### config.mk
export PLATFORM = sky130hd
export DESIGN_NAME = spi_slave_control
export DESIGN_NICKNAME = d
export VERILOG_FILES = /design/src/rtl/spi_slave_control.sv
export SDC_FILE = /design/constraint.sdc
export NUM_CORES = 1
export LEC_CHECK = 0
export CAP_MARGIN = 20
export CORE_AREA = 10 10 115 117
export CTS_BUF_LIST = sky130_fd_sc_hd__clkbuf_2 sky130_fd_sc_hd__clkbuf_4 sky130_fd_sc_hd__clkbuf_8
export DETAILED_ROUTE_END_ITERATION = 16
export DIE_AREA = 0 0 125 127
export PLACE_DENSITY = 0.78
export SLEW_MARGIN = 15
export SYNTH_ARGS = -nofsm -noshare
export SYNTH_HDL_FRONTEND = slang
export SYNTH_SLANG_ARGS = --single-unit
### constraint.sdc
create_clock -name clk -period 7.95 [get_ports clk]
set_input_delay 1.59 -clock clk [delete_from_list [all_inputs] [get_ports clk]]
set_output_delay 1.59 -clock clk [all_outputs]
set_load 0.05 [all_outputs]
### src/rtl/spi_slave_control.sv
// SPI mode-3 responder: oversamples SPI_CLK/SPI_CS_N/SPI_MO in the clk domain,
// shifts tx_data out MSB first on SPI_MI and collects SPI_MO into rx_data.
module spi_slave_control #(
  parameter int DATA_W      = 32,
  parameter int SYNC_STAGES = 2
) (
  input  logic              clk,
  input  logic              rst,
  input  logic              SPI_CLK,
  input  logic              SPI_CS_N,
  input  logic              SPI_MO,
  output logic              SPI_MI,
  input  logic [DATA_W-1:0] tx_data,
  output logic              tx_taken,
  output logic [DATA_W-1:0] rx_data,
  output logic [5:0]        rx_bits,
  output logic              rx_valid,
  output logic              rx_ovf,
  output logic              busy
);

  localparam int CNT_W = $clog2(DATA_W + 1);

  typedef enum logic [1:0] {
    IDLE  = 2'd0,
    LOAD  = 2'd1,
    SHIFT = 2'd2,
    DONE  = 2'd3
  } state_t;

  state_t state_reg, state_next;

  logic [SYNC_STAGES-1:0] clk_sync_reg;
  logic [SYNC_STAGES-1:0] cs_sync_reg;
  logic [SYNC_STAGES-1:0] mo_sync_reg;
  logic                   d_clk_reg;

  logic s_clk, s_cs, s_mo;
  logic rise, fall;

  logic [DATA_W-1:0] tx_sh_reg;
  logic [DATA_W-1:0] rx_sh_reg;
  logic [CNT_W-1:0]  cnt_reg;
  logic              ovf_reg;
  logic              mi_reg;
  logic              busy_reg;
  logic [DATA_W-1:0] rx_data_reg;
  logic [5:0]        rx_bits_reg;
  logic              rx_ovf_reg;
  logic              rx_valid_reg;
  logic              tx_taken_c;

  // Synchronizers preset to the idle bus levels so reset never fakes an edge.
  always_ff @(posedge clk or posedge rst) begin
    if (rst) begin
      clk_sync_reg <= '1;
      cs_sync_reg  <= '1;
      mo_sync_reg  <= '0;
      d_clk_reg    <= 1'b1;
    end else begin
      clk_sync_reg <= {clk_sync_reg[SYNC_STAGES-2:0], SPI_CLK};
      cs_sync_reg  <= {cs_sync_reg[SYNC_STAGES-2:0], SPI_CS_N};
      mo_sync_reg  <= {mo_sync_reg[SYNC_STAGES-2:0], SPI_MO};
      d_clk_reg    <= clk_sync_reg[SYNC_STAGES-1];
    end
  end

  assign s_clk = clk_sync_reg[SYNC_STAGES-1];
  assign s_cs  = cs_sync_reg[SYNC_STAGES-1];
  assign s_mo  = mo_sync_reg[SYNC_STAGES-1];
  assign rise  = s_clk & ~d_clk_reg;
  assign fall  = ~s_clk & d_clk_reg;

  always_ff @(posedge clk or posedge rst) begin
    if (rst) state_reg <= IDLE;
    else     state_reg <= state_next;
  end

  // CS is tested as a level so a re-select that lands during DONE is still seen in IDLE.
  always_comb begin
    state_next = state_reg;
    tx_taken_c = 1'b0;
    case (state_reg)
      IDLE:  if (!s_cs) state_next = LOAD;
      LOAD: begin
        tx_taken_c = 1'b1;
        state_next = SHIFT;
      end
      SHIFT: if (s_cs) state_next = DONE;
      DONE:  state_next = IDLE;
      default: state_next = IDLE;
    endcase
  end

  always_ff @(posedge clk or posedge rst) begin
    if (rst) begin
      tx_sh_reg    <= '0;
      rx_sh_reg    <= '0;
      cnt_reg      <= '0;
      ovf_reg      <= 1'b0;
      mi_reg       <= 1'b0;
      busy_reg     <= 1'b0;
      rx_data_reg  <= '0;
      rx_bits_reg  <= '0;
      rx_ovf_reg   <= 1'b0;
      rx_valid_reg <= 1'b0;
    end else begin
      rx_valid_reg <= (state_reg == DONE);
      case (state_reg)
        LOAD: begin
          tx_sh_reg <= tx_data;
          rx_sh_reg <= '0;
          cnt_reg   <= '0;
          ovf_reg   <= 1'b0;
          busy_reg  <= 1'b1;
        end
        SHIFT: begin
          // An edge coinciding with CS deassertion is dropped.
          if (!s_cs) begin
            if (fall) begin
              mi_reg    <= tx_sh_reg[DATA_W-1];
              tx_sh_reg <= tx_sh_reg << 1;
            end
            if (rise) begin
              rx_sh_reg <= DATA_W'({rx_sh_reg, s_mo});
              if (cnt_reg == CNT_W'(DATA_W)) ovf_reg <= 1'b1;
              else                           cnt_reg <= cnt_reg + CNT_W'(1);
            end
          end
        end
        DONE: begin
          rx_data_reg <= rx_sh_reg;
          rx_bits_reg <= 6'(cnt_reg);
          rx_ovf_reg  <= ovf_reg;
          busy_reg    <= 1'b0;
        end
        default: ;
      endcase
    end
  end

  assign SPI_MI   = mi_reg;
  assign tx_taken = tx_taken_c;
  assign rx_data  = rx_data_reg;
  assign rx_bits  = rx_bits_reg;
  assign rx_valid = rx_valid_reg;
  assign rx_ovf   = rx_ovf_reg;
  assign busy     = busy_reg;

endmodule
After elaboration in Yosys (flattened, before gate mapping)
Index checks and enable logic that the tools add are counted.

storage, ports and cells
  bits in registers = 122
  logic and storage cells = 60

cells by class
  add/subtract/negate cells = 1
  bitwise gates (word level) = 5
  reduce and logical (&&, ||, !) cells = 9
  equal/unequal tests = 11
  muxes and demuxes = 19

operator list
  operator             count
  $mux 32              4
  $pmux 32 s2          2
  $mux 6               3
  $ne 2x2->1 const B   7
  $pmux 6 s2           1
  $reduce_and 3->1     3
  $pmux 2 s4           1
  $reduce_and 4->1     2
  $add 6x1->6 const B  1
  $eq 6x6->1 const B   1
  $eq 2x2->1 const B   2
  $mux 1               4
  $mux 2               2
  $pmux 1 s2           2
  $reduce_bool 2->1    2
  $not 1->1            3
  $and 1x1->1          2
  $eq 2x1->1 const B   1
  $logic_not 2->1      1
  $reduce_and 2->1     1

Longest topological paths before layout
  depth in word-level cells = 5
  depth in mapped cells = 8
  mapped depth without buffers = 5

Least setup slack after synthesis
OpenSTA, ideal clock, no wires.

  path type = register -> output
  start point = reg state_reg[1]
  end point = out tx_taken
  setup slack = 5.354 ns
  buffers on the path = 0
  data arrival time = 1.006 ns
  cell stages (with the launch flop) = 3
  path through = dfrtp_1 > inv_1 > ha_1

on the way
  word-level cells in the longest chain between the ends = 2

ends and longest elaborated chain
  item                      RTL line  RTL
  start: declaration        31        state_t state_reg, state_next;
  start signal: assignment  76        else state_reg <= state_next;
  $eq 2x1->1                83        case (state_reg)
  $mux 1                    83
  end: declaration          14        output logic tx_taken,

No other way between the ends.

Worst setup path after layout
Ends and elaborated chain as after synthesis.

==> results_dict.tcl <==
set metrics [dict create \
    n_antenna_cell 0 \
    num_rows 39 \
    fin_crit_sh_pct 46.4 \
    first_pass_iters 5 \
    ff2ff_path_depth 6 \
    slew_headroom_pct 36.4 \
    cts_tree "yes" \
    ys_warn_count 0 \
    min_path_cells 0 \
    crit_chain "inv_1, ha_1, clkdlybuf4s50_1" \
    yosysSeqAreaShare_pct 57.6 \
    layout_setup_ws_ns 4.26 \
    wl_met2_mm 4.54 \
    die_h_um 127 \
    holdCritStartpoint "mo_sync_reg[0]" \
    rr_endpoint "tx_sh_reg[17]" \
    wl_per_cell_um 15.2 \
    vdd_drop_max_mv 0.166 \
    synth_edf_count 0 \
    timing.reg2reg.setup_slack_ns 5.37 \
    finalClockSkew_ns 0.0119 \
    highest_layer "met4" \
    fmax_mhz 271 \
    holdBufCountCts 0 \
    synth_top_area_share_pct 55.1 \
    grt_max_degree 85 \
    fin_tns_setup_ns 0 \
    critPathRequiredTime_ns 6.36 \
    hp-class "reg -> reg" \
    async_flop_share_pct 100 \
    power_density_mw_per_mm2 311 \
    synth.avg_cell_area_um2 13.3 \
    cts.path.max_buffers 2 \
    ys.flop_type "dfrtp_1" \
    drc 0 \
    dp_slack_ns 4.45 \
    insertion_delay_ns 0.42 \
    synth-seq-cells 122 \
    met3_length_um 619 \
    setup_violations 0 \
    start_util_pct 47.7 \
    finalHoldViolations 0 \
    grt_pass1_vias 3486 \
    gp_congestion 0.755 \
    synth_top_cell_by_area "dfrtp_1" \
    worst_path_largest_cell_delay_ns 0.86 \
    wl_met1_mm 4.41 \
    h-tree-depth 4 \
    whs_ns 0.353 \
    syn_inst 398 \
    n_fill_cell 897 \
    worst_pin_slew_ns 0.954 \
    cts-root-buf "clkbuf_8" \
    synth_most_common_cell "dfrtp_1" \
    path_max_fanout 6 \
    critical_path.slowest_cell "clkdlybuf4s50_1" \
    cap_viol_max_count 0 \
    synth_area_mm2 0.00531 \
    worstReg2RegStart "state_reg[0]" \
    path_class "reg -> out" \
    vias 3263 \
    nNetsFinal 522 \
    grt_use_total_pct 12.7 \
    hpwl_mm 6.46 \
    coreArea_mm2 0.0111 \
    grt_first_pass_wirelength_mm 16.9 \
    synth_area_leaders "dfrtp_1 55%, mux2_2 15%, mux2_4 8.5%" \
    rsz0062_at_grt "no" \
    arrival_ns 2.10 \
    clk_pin_slew_worst_paths_ns 0.07 \
    io_buffers 79 \
    worstHoldEndpoint "mo_sync_reg[1]" \
    cts_resized 0 \
    post-route-min-period_ns 3.69 \
    ios 80 \
    numCtsBuffers 17 \
    routed_wl_mm 9.65 \
    synthToLayoutAreaGrowth_pct 23.5 \
    start_kind "flop" \
    drive_gt1_share_pct 31.0 \
    die_x_um 125 \
    synthesis.nets 442 \
    p_leak_uw 0.00317 \
    endpoint_kind "primary output" \
    cts.sinks 122 \
    gr-total-overflow 0 \
    ys_types 34 \
    synthTopCellsByCount "117 x dfrtp_1, 73 x mux2_2, 67 x nand2_1, 33 x nand3_1, 30 x mux2_4" \
    post_cts_buffers 0 \
    antenna_left 0 \
    slew_viol_final 0 \
    drt-initial-drc-count 296 \
    grt_antenna_before_repair 0 \
    vias_per_cell 5.15 \
    die-area_mm2 0.0159 \
    status "completed" \
]
==> cell families (layout without fill, tap and decap cells) <==
| logic type | Yosys count | in the layout | share of synthesized area (%) |
|---|---|---|---|
| and+or+nand+nor | 119 | 119 | 10.4 |
| buffers and inverters | 32 | 125 | 4.05 |
| DFF | 122 | 122 | 57.6 |
| AOI/OAI and AO/OA | 13 | 13 | 1.93 |
| adders and majority gates | 7 | 7 | 1.65 |
| muxes | 105 | 105 | 24.3 |
==> worst max-delay path, delay by kind of cell (launching register included) <==
| family | cells | cell delay [ns] |
|---|---|---|
| adders and majority gates | 1 | 0.30 |
| buffers and inverters | 2 | 0.99 |
| DFF | 1 | 0.40 |
==> per-layer routing <==
metal,up-vias,global-route usage (%)
li1,1539,-
met1,1624,16.5
met2,92,18.8
met3,8,5.09
met4,0,4.54
met5,-,0
==> report_power, final <==
group	internal (uW)	switching [uW]
Clock	315	229
Sequential	735	64.8
Combinational	375	322
Total	1430	615
==> worst max-delay path by stage <==
| stage | start | to | slack [ns] | cells after the start |
|---|---|---|---|---|
| 2_1_floorplan | rst | SPI_MI | 3.13 | 1 |
| 3_3_place_gp | rst | rx_data[13] | 4.52 | 3 |
| 3_5_place_dp | rst | rx_data[12] | 4.45 | 3 |
| 4_1_cts | state_reg[1] | tx_taken | 4.23 | 3 |
| 5_1_grt | state_reg[1] | tx_taken | 4.13 | 3 |
| 6_report | state_reg[1] | tx_taken | 4.26 | 3 |
==> area by class of cell <==
type	count	area [um^2]	area share (%)
inverters	9	36.3	0.553
well taps	143	179	2.73
clock inverters	8	92.6	1.41
multi-input cells	244	2040	31.1
repair buffers	84	848	12.9
flip-flops and latches	122	3060	46.6
clock buffers	24	305	4.65
==> cell usage in the layout (no fill, tap or decap), types with 2 or more instances in the layout <==
master           count
mux2_2              73
nand4_1              2
inv_1                8
mux2i_1              2
a41oi_1              2
buf_4                4
ha_1                 6
clkbuf_4             4
nand3_1             33
and3_1               2
o211ai_1             2
dfrtp_1            117
clkinv_2             5
clkbuf_8            20
dfstp_2              5
o21ai_0              2
nand2_1             67
clkdlybuf4s50_1     79
mux2_4              30
nor2_1               6
and4bb_2             2
bufinv_16            2
==> stage by stage <==
stage | instances | power [uW] | instance area [um^2] | utilization, %
after floorplan | 398 | 1420 | 5310 | -
after global placement | 601 | 1490 | 6130 | 55.1
after detailed placement | 601 | 1510 | 6130 | 55.1
after CTS | 633 | 2070 | 6530 | 58.7
after global routing | 634 | 2160 | 6560 | 59.0
final | 634 | 2040 | 6560 | 59.0
(Power assumes the default switching activity.)
